==> config.mk <==
export PLATFORM = sky130hd
export DESIGN_NAME = fetch_unit
export DESIGN_NICKNAME = d
export VERILOG_FILES = /design/src/rtl/fetch_unit.sv
export SDC_FILE = /design/constraint.sdc
export NUM_CORES = 1
export LEC_CHECK = 0
export CAP_MARGIN = 20
export CORE_MARGIN = 2
export CORE_UTILIZATION = 43
export CTS_CLUSTER_SIZE = 20
export DETAILED_ROUTE_END_ITERATION = 8
export GPL_ROUTABILITY_DRIVEN = 0
export PLACE_DENSITY_LB_ADDON = 0.1
export SETUP_SLACK_MARGIN = 0.05
export SLEW_MARGIN = 40
export SYNTH_ARGS = -nofsm -noshare
export SYNTH_HDL_FRONTEND = slang
export SYNTH_SLANG_ARGS = --single-unit
==> constraint.sdc <==
create_clock -name clk -period 4 [get_ports clk]
set_input_delay 0.6 -clock clk [delete_from_list [all_inputs] [get_ports clk]]
set_output_delay 0.6 -clock clk [all_outputs]
set_load 0.1 [all_outputs]
==> src/rtl/fetch_unit.sv <==
// fetch_unit: program-counter sequencing, syscall halt/resume control and
// execution counters for a single-cycle MIPS-style core.
module fetch_unit (
  input  logic        clk,
  input  logic        rst,
  input  logic [31:0] instr,
  input  logic        jump,
  input  logic        branch,
  input  logic        bneorbeq,
  input  logic        isjr,
  input  logic        isjal,
  input  logic        issyscall,
  input  logic        equal,
  input  logic [31:0] rs_val,
  input  logic [31:0] v0_val,
  input  logic        go,
  output logic [31:0] pc,
  output logic [9:0]  imem_addr,
  output logic [5:0]  op,
  output logic [5:0]  func,
  output logic [31:0] pc_plus4,
  output logic        halted,
  output logic [31:0] cycle_count,
  output logic [31:0] taken_count,
  output logic [31:0] uncond_count
);

  typedef enum logic [0:0] {RUN = 1'b0, HALT = 1'b1} state_e;

  state_e      state_q, state_d;
  logic [31:0] pc_q, pc_d;
  logic [31:0] cycle_q, cycle_d;
  logic [31:0] taken_q, taken_d;
  logic [31:0] uncond_q, uncond_d;
  logic        brtaken_s, jmp_s, halt_req_s;
  logic [31:0] pc_plus4_s, jmp_target_s, br_target_s;

  function automatic logic [31:0] sat_inc(input logic [31:0] v);
    return (v == 32'hFFFF_FFFF) ? v : v + 32'd1;
  endfunction

  // jal shares the j target, so either flag selects the jump path
  assign jmp_s        = jump | isjal;
  assign brtaken_s    = branch & (bneorbeq ? ~equal : equal);
  assign pc_plus4_s   = pc_q + 32'd4;
  assign jmp_target_s = {pc_plus4_s[31:28], instr[25:0], 2'b00};
  assign br_target_s  = pc_plus4_s + {{14{instr[15]}}, instr[15:0], 2'b00};
  assign halt_req_s   = issyscall & ~(isjr | jmp_s | brtaken_s) & (v0_val == 32'd10);

  // next-state, next-pc and counter update
  always_comb begin
    state_d  = state_q;
    pc_d     = pc_q;
    cycle_d  = cycle_q;
    taken_d  = taken_q;
    uncond_d = uncond_q;
    case (state_q)
      RUN: begin
        cycle_d = sat_inc(cycle_q);
        if (isjr) begin
          pc_d = rs_val;
        end else if (jmp_s) begin
          pc_d = jmp_target_s;
        end else if (brtaken_s) begin
          pc_d = br_target_s;
        end else if (halt_req_s) begin
          pc_d    = pc_q;
          state_d = HALT;
        end else begin
          pc_d = pc_plus4_s;
        end
        if (isjr | jmp_s) begin
          uncond_d = sat_inc(uncond_q);
        end else if (brtaken_s) begin
          taken_d = sat_inc(taken_q);
        end else begin
          uncond_d = uncond_q;
        end
      end
      HALT: begin
        if (go) begin
          state_d = RUN;
          pc_d    = pc_plus4_s;
        end else begin
          state_d = HALT;
        end
      end
      default: begin
        state_d = RUN;
      end
    endcase
  end

  // state, pc and counter registers
  always_ff @(posedge clk or posedge rst) begin
    if (rst) begin
      state_q  <= RUN;
      pc_q     <= 32'h0000_0000;
      cycle_q  <= 32'd0;
      taken_q  <= 32'd0;
      uncond_q <= 32'd0;
    end else begin
      state_q  <= state_d;
      pc_q     <= pc_d;
      cycle_q  <= cycle_d;
      taken_q  <= taken_d;
      uncond_q <= uncond_d;
    end
  end

  assign pc           = pc_q;
  assign pc_plus4     = pc_plus4_s;
  assign imem_addr    = pc_q[11:2];
  assign op           = instr[31:26];
  assign func         = instr[5:0];
  assign halted       = (state_q == HALT);
  assign cycle_count  = cycle_q;
  assign taken_count  = taken_q;
  assign uncond_count = uncond_q;

endmodule

[Word-level counts from Yosys, hierarchy flattened]
Cells that the tools add are included.
Widths: inputs -> output; s select.
Cells by class
  add/subtract/negate cells: 5
  equality and inequality tests: 6
  muxes and demuxes: 13
  bitwise gates (word level): 13
  reductions and logical operators: 4
Operator list (count)
  $mux 32: 5
  $add 32x1->32 const B: 3
  $eq 32x32->1 const B: 3
  $pmux 32 s2: 1
  $add 32x3->32 const B: 1
  $add 32x32->32: 1
  $eq 32x4->1 const B: 1
  $not 1->1: 7
  $mux 1: 6
  $ne 5x5->1 const B: 1
  $reduce_and 2->1: 2
  $reduce_and 4->1: 1
  $and 1x1->1: 3
  $or 1x1->1: 3
  $reduce_and 3->1: 1
  $ne 2x2->1 const B: 1
  $pmux 1 s2: 1
Storage, ports and cells
  bits in registers: 129
  bits of input ports: 106
  output and inout bits: 183

[Depth between registers and ports, before layout]
Gate-level depths: netlist of the first run.
  depth in word-level cells: 12
  depth in mapped cells: 17

[Worst setup path before layout of the first run]
Ideal clock, no wire load.
  kind: flip-flop to flip-flop
  start point: register pc_q[2], in the netlist pc[2]
  end point: register pc_q[26], in the netlist pc[26]
  arrival: 5690 ps
  data required time: 3877 ps
  path slack: -1814 ps
  cell stages (with the launch flop): 17
  path buffers: 2
  clock period less this slack: 5814 ps
  cells stage by stage: dfrtp_1 -> ha_1 -> and4_2 -> and3_1 -> buf_2 -> nand4_1 -> xnor2_1 -> ha_1 -> clkbuf_1 -> and4_1 -> a221oi_1 -> a21oi_1 -> o21ai_0 -> nand2_1 -> xnor2_1 -> o31ai_1 -> a22o_1
Between the ends
  cells in the longest elaborated chain, start to end: 6
  elaborated cells on any way between the ends: 8
Ends and longest elaborated chain
  start, declared: RTL line 31  | logic [31:0] pc_q, pc_d;
  start signal, assigned: RTL line 104  | pc_q <= pc_d;
  $add 32x3->32: RTL line 45  | assign pc_plus4_s = pc_q + 32'd4;
  named net pc_plus4[16]: RTL line 21  | output logic [31:0] pc_plus4,
  $add 32x32->32: RTL line 47  | assign br_target_s = pc_plus4_s + {{14{instr[15]}}, instr[15:0], 2'b00};
  $mux 32: RTL line 64  | end else if (brtaken_s) begin
  $mux 32: RTL line 62  | end else if (jmp_s) begin
  $mux 32: RTL line 60  | if (isjr) begin
  $pmux 32 s2: RTL line 57  | case (state_q)
The timed path passes the listed nets, and every way through them passes these cells. The select of a mux whose other input is x is not followed.
A chain may end at the register's enable or synchronous reset.

[Final worst setup path of the first run]
  start point: register pc_q[2], in the netlist pc[2]
  end point: register pc_q[29], in the netlist pc[29]
Between the ends
  cells in the longest elaborated chain, start to end: 6
  elaborated cells on any way between the ends: 8
Ends and longest elaborated chain (RTL line)
  $add 32x3->32 *: 45
  $add 32x32->32 / $mux 32 (equally long branches): 47, 66
  $mux 32: 64
  $mux 32: 62
  $mux 32: 60
  $pmux 32 s2 *: 57
Every way passes the cells marked *; elsewhere a longest branch is shown, timed or not. The select of a mux whose other input is x is not followed.

==> reports/summary.txt, run 1 <==
Syn_nets = 1187
Total GRT Usage = 26.72%
DP Wirelength = 22.54 mm
Synth warn = 0
Share of the yosys chip area belonging to registers = 35.58%
Worst reg2reg startpoint = pc[2]
Post-DR vias/cell = 5.640
CTS root buf = clkbuf_16
Final WS setup = 0.2487 ns
Mapped Area = 0.009074 mm^2
NumNets Final = 1446
Post-CTS Setup Inserts = 0
Minimum clock period = 3.751 ns
Max FO, Critical Path = 9
Proportion of layout cells with a drive suffix above 1 = 24.07%
Clk_skew = 0.01779 ns
Period utilization = 93.78%
Power per cell area = 419.9 mW/mm^2
TritonCTS clock tree = built
Count leader, synth = dfrtp_1
Cts bufs inserted = 17
Setup TNS = 0 ns
Clk pin slew, worst setup/hold paths = 0.06 ns
Die height = 149.3 um
Cell type with the largest total area after synthesis = dfrtp_1
WL/cell = 18.92 um
CTS sink cnt = 129
Crit path required time = 4.30 ns
Peak Freq = 266.6 MHz
Slew Limit Fails = 0
Die width = 149.3 um
Via Count = 8962
Crit Path Category = reg -> reg
Clock Tree Buf Depth = 2
Drt total wl = 30.07 mm
Peak supply drop = 0.0003141 V
First-pass GRT wire length = 46.49 mm
Pre-Repair DR Iteration Count = 5
ANT nets after route = 0
Critical path arrival = 4.05 ns
Dpl ws = 0.02641 ns
Yosys cell types = 71
Synth Area in Adders = 5.598%
Clk_lat worst skew = 0.43 ns
Endpoint type of the worst setup path = flip-flop
Status = finished, final reports clean
Worst Setup SP = pc[2]
Post-synth top cells = dfrtp_1 (129), nand2_1 (110), xnor2_1 (97)
Slew HR = 50.74%
Hold Path Origin = uncond_count[10]
Die area = 0.02228 mm^2
Drt initial violations = 643
Grt total ovfl = 0
Synth Area in Simple Gates = 22.04%
Top Ports = 289
Worst-Margin Slew = 0.7389 ns
Final cell count without fillers = 1589
Ys async rst share = 100.0%
Synth Flop Type = dfrtp_1
Register bit count reported by yosys = 129
RSZ-0062 raised after global routing = false
Complex-gate fraction of the synthesized area = 16.44%
Initial antenna violation count = 4
Post-synth EDFFs = 0
Remaining DRCs = 0
Fin. Hold Viols = 0
Placed insts = 1556
Synth Instances = 1041
Vias in the first global route = 8613
Synth-to-layout area growth = 34.38%
Hold-fix buffer count after cts = 0
H-tree lvl count = 4
Hold crit path type = reg -> reg
Avg Inst Size Synth = 8.716 um^2
Largest family of logic cells by synthesized area = simple AND/OR/NAND/NOR gates
Area contributors post-synth = dfrtp_1 (36%), xnor2_1 (9.4%), ha_1 (5.4%)
PortBufs = 276
Max_cap viols = 0
Row cnt = 53
Setup-failing EPs final = 0
Core Area = 0.02089 mm^2
Mux contribution to synthesized area = 1.048%
XOR/XNOR Fraction of Synth Area = 13.79%
Post-synth top area share = 35.58%
Starting Density = 43.44%
Leak = 5.639 nW
Largest net degree at the start of global routing = 130
Setup crit start kind = flip-flop
==> cells by family (layout without fill, tap and decap cells) <==
logic type,Yosys count,after routing
AND/OR/NAND/NOR,391,391
AO/OA/AOI/OAI,240,240
buffers and inverters,90,362
other,0,1
XOR/XNOR,142,142
flip-flops,129,129
multiplexers,9,9
adder cells (fa/ha/maj),40,40
==> power breakdown <==
part / switching, mW / internal, mW / total (mW)
Sequential: 0.140 / 1.39 / 1.53
Clock: 0.680 / 0.814 / 1.49
Combinational: 1.54 / 0.548 / 2.09
Total: 2.36 / 2.76 / 5.12
==> cells in the final DEF (no fill, tap or decap), types with 54 or more instances in the layout <==
master | netlist | layout
buf_2 | 5 | 145
nand2_1 | 110 | 109
dfrtp_1 | 129 | 105
clkdlybuf4s50_1 | 0 | 98
xnor2_1 | 97 | 78
nor2_1 | 73 | 72
a21oi_1 | 70 | 69
nand3_1 | 65 | 65
buf_4 | 24 | 55
o21ai_0 | 60 | 54
==> critical path, stage by stage, from the launching register on <==
cell and delay [ns]:
dfrtp_2 0.45, ha_4 0.18, and4_4 0.25, nand3_1 0.10
xor2_1 0.25, inv_1 0.10, ha_1 0.36, and3_1 0.22
and4_1 0.19, o21ai_0 0.18, nand3_1 0.27, a31oi_1 0.46
o21ai_1 0.14, nand3_1 0.11, mux2i_1 0.08, a211o_1 0.30
==> final cells by class <==
class	count	area (um^2)
timing repair buffer	300	2160
multi-input combinational	822	5758
sequential	129	3258
clock inverter	14	125.1
fill	1908	8696
clock buffer	18	429.2
antenna	1	2.502
tap	275	344.1
inverter	30	116.4
==> what timing repair did <==
item	CTS	global route
setup endpoints to repair	1	5
resized for setup	1	3
pin swaps	0	0
==> state kept, by name, indices dropped and copies added, names as in the netlist <==
register	flops
taken_count	32
cycle_count	32
pc	32
halted	1
uncond_count	32
==> final timing paths <==
path / slack (ns) / to / depth (start not counted)
worst max register to register: 0.25 / pc[29] / 15
max in group asynchronous: 2.66 / pc[15] / 3
worst min register to register: 0.48 / uncond_count[10] / 1
min in group asynchronous: 0.70 / taken_count[12] / 3
worst max-delay path: 0.25 / pc[29] / 15
worst min-delay path: 0.48 / uncond_count[10] / 1
==> stage by stage <==
| stage | cell area [um^2] | util [%] | total power [mW] | hold WS (ns) |
|---|---|---|---|---|
| 2_1_floorplan | 9522 | - | 3.207 | 0.7448 |
| 3_3_place_gp | 12350 | 59.11 | 3.725 | 0.4734 |
| 3_5_place_dp | 11630 | 55.66 | 3.634 | 0.4751 |
| 4_1_cts | 12180 | 58.32 | 5.141 | 0.4842 |
| 5_1_grt | 12190 | 58.36 | 5.318 | 0.5100 |
| 6_report | 12190 | 58.37 | 5.120 | 0.4811 |
==> per-layer routing <==
metal / wire (um) / GRT usage [%] / up-vias
li1: - / - / 4250
met1: 12770 / 35.51 / 4278
met5: 25 / 0 / -
met2: 13910 / 42.40 / 375
met3: 2598 / 7.064 / 55
met4: 774 / 9.048 / 4
(Power assumes the default switching activity.)
==> inputs of run 2 (changes only) <==
--- a/config.mk
+++ b/config.mk
@@ -13,7 +13,7 @@
 export GPL_ROUTABILITY_DRIVEN = 0
 export PLACE_DENSITY_LB_ADDON = 0.1
 export SETUP_SLACK_MARGIN = 0.05
-export SLEW_MARGIN = 40
+export SLEW_MARGIN = 10
 export SYNTH_ARGS = -nofsm -noshare
 export SYNTH_HDL_FRONTEND = slang
 export SYNTH_SLANG_ARGS = --single-unit
==> reports/summary.txt, run 2 (same netlist as run 1, synthesis figures left out) <==
Status = finished, final reports clean
Core Area = 0.02089 mm^2 (unchanged)
Fin. Hold Viols = 0 (unchanged)
Worst-Margin Slew = 1.073 ns (+0.3340 ns)
CTS root buf = clkbuf_16
Row cnt = 53 (unchanged)
Grt total ovfl = 0 (unchanged)
CTS sink cnt = 129 (unchanged)
Hold endpoint = uncond_count[5]
Crit Path Category = reg -> reg
WL/cell = 19.19 um (+1.4%)
RSZ-0062 raised after global routing = false
Remaining DRCs = 0 (unchanged)
Hold crit path type = reg -> reg
Power per cell area = 408.1 mW/mm^2 (-2.8%)
Hold-fix buffer count after cts = 0 (unchanged)
NumNets Final = 1446 (unchanged)
Drt initial violations = 613 (-4.7%)
Peak supply drop = 0.0002870 V (-8.6%)
Tot Pwr = 5.278 mW (+3.1%)
H-tree lvl count = 4 (unchanged)
Setup-failing EPs final = 0 (unchanged)
Die height = 149.3 um (unchanged)
Cts bufs inserted = 17 (unchanged)
Largest net degree at the start of global routing = 130 (unchanged)
Die width = 149.3 um (unchanged)
R2r setup slk = 0.23 ns (-0.02 ns)
Post-DR vias/cell = 5.661 (+0.37%)
Clk pin slew, worst setup/hold paths = 0.07 ns (about the same)
Clk_skew = 0.01660 ns (-0.001187 ns)
Minimum clock period = 3.773 ns (+0.02128 ns)
Hold Path Origin = uncond_count[5]
Final cell count without fillers = 1589 (unchanged)
Synth-to-layout area growth = 42.53%
Pre-Repair DR Iteration Count = 7 (+2)
Leak = 5.454 nW (-3.3%)
Initial antenna violation count = 3 (-1)
Setup crit start kind = flip-flop
Most common cell after layout, fill and taps aside = clkdlybuf4s50_1
First-pass GRT wire length = 47.19 mm (+1.5%)
Worst reg2reg startpoint = pc[2]
Crit path required time = 4.28 ns (-0.02 ns)
Vias in the first global route = 8614 (+0.012%)
Max_cap viols = 0 (unchanged)
Placed insts = 1556 (unchanged)
Clock Tree Buf Depth = 2 (unchanged)
Critical R2R Capture = pc[30]
Post-CTS Setup Inserts = 0 (unchanged)
R2r worst-path depth = 15 (unchanged)
DP Wirelength = 22.64 mm (+0.42%)
Worst hold path stage count = 1 (unchanged)
Die area = 0.02228 mm^2 (unchanged)
Top Ports = 289 (unchanged)
TritonCTS clock tree = built
Slew Limit Fails = 0 (unchanged)
Critical path arrival = 4.05 ns (about the same)
ANT nets after route = 0 (unchanged)
Drt total wl = 30.49 mm (+1.4%)
Peak Freq = 265.1 MHz (-0.56%)
Final Hold Slack = 0.4877 ns (+0.006528 ns)
Clk_lat worst skew = 0.42 ns (about the same)
Endpoint type of the worst setup path = flip-flop
Max FO, Critical Path = 9 (unchanged)
Worst Setup SP = pc[2]
PortBufs = 276 (unchanged)
Period utilization = 94.31% (+0.53 points)
Total GRT Usage = 27.21% (+0.49 points)
Via Count = 8995 (+0.37%)
Slew HR = 28.25% (-22 points)
Starting Density = 43.44% (unchanged)
Commonest cells after routing, fill and taps aside = clkdlybuf4s50_1 (242), nand2_1 (109), dfrtp_1 (105), xnor2_1 (78), nor2_1 (72)
Proportion of layout cells with a drive suffix above 1 = 13.10% (-11 points)
run 2: cell types whose count changed in the layout (fill, tap and decap cells not counted):
cell	previous run	this run
inv_8	3	2
clkdlybuf4s50_1	98	242
buf_2	145	1
inv_6	3	6
bufinv_16	0	1
clkinv_4	4	1
run 2: metal layers:
metal | wire length, um | up-vias | global-route usage, %
li1 | - | 4246 | -
met1 | 12970 | 4295 | 36.14
met2 | 14090 | 401 | 43.06
met3 | 2630 | 51 | 7.829
met4 | 784 | 2 | 8.476
met5 | 13 | - | 0
run 2: power by group:
group	internal [mW]	switching [mW]
combinational	0.642	1.55
clock	0.877	0.676
sequential	1.39	0.144
run 2: through the flow:
step                      utilization, %  setup slack (ns)  setup TNS, ns  cell area [um^2]
after floorplan                        -           -0.2204         -1.415              9522
after global placement             59.11            0.1326              0             12350
after detailed placement           59.11           0.01037              0             12350
after CTS                          61.86            0.1038              0             12920
after global routing               61.90           0.09195              0             12930
final                              61.91            0.2274              0             12930
run 2: cell type report:
class,instances,area [um^2]
repair buffers,300,2880
clock buffers,18,429.2
multi-input cells,822,5758
clock inverters,14,143.9
flip-flops and latches,129,3258
inverters,30,116.4
fillers,1853,7956
diodes,1,2.502
well taps,275,344.1
run 2: worst max-delay path by stage:
stage / end / cells after the start
floorplan: pc[31] / 15
global placement: pc[31] / 13
detailed placement: pc[31] / 13
CTS: pc[30] / 15
global route: pc[30] / 15
finish: pc[30] / 15
run 2: critical path, cell delays in order, from the launching register on:
cell and delay [ns]:
dfrtp_2 0.46, ha_4 0.18, and4_4 0.26, and3_2 0.28
nand4_1 0.24, xnor2_4 0.22, ha_2 0.43, and4_1 0.26
and3_1 0.17, o211ai_1 0.12, a21oi_1 0.28, o21ai_1 0.14
nand2_1 0.14, nor2_1 0.07, o31ai_1 0.28, a31oi_1 0.12
run 2: repair_timing:
action	4_1_cts	5_1_grt
endpoints found under the setup margin	1	3
gates cloned	0	0
gates resized for setup	1	3
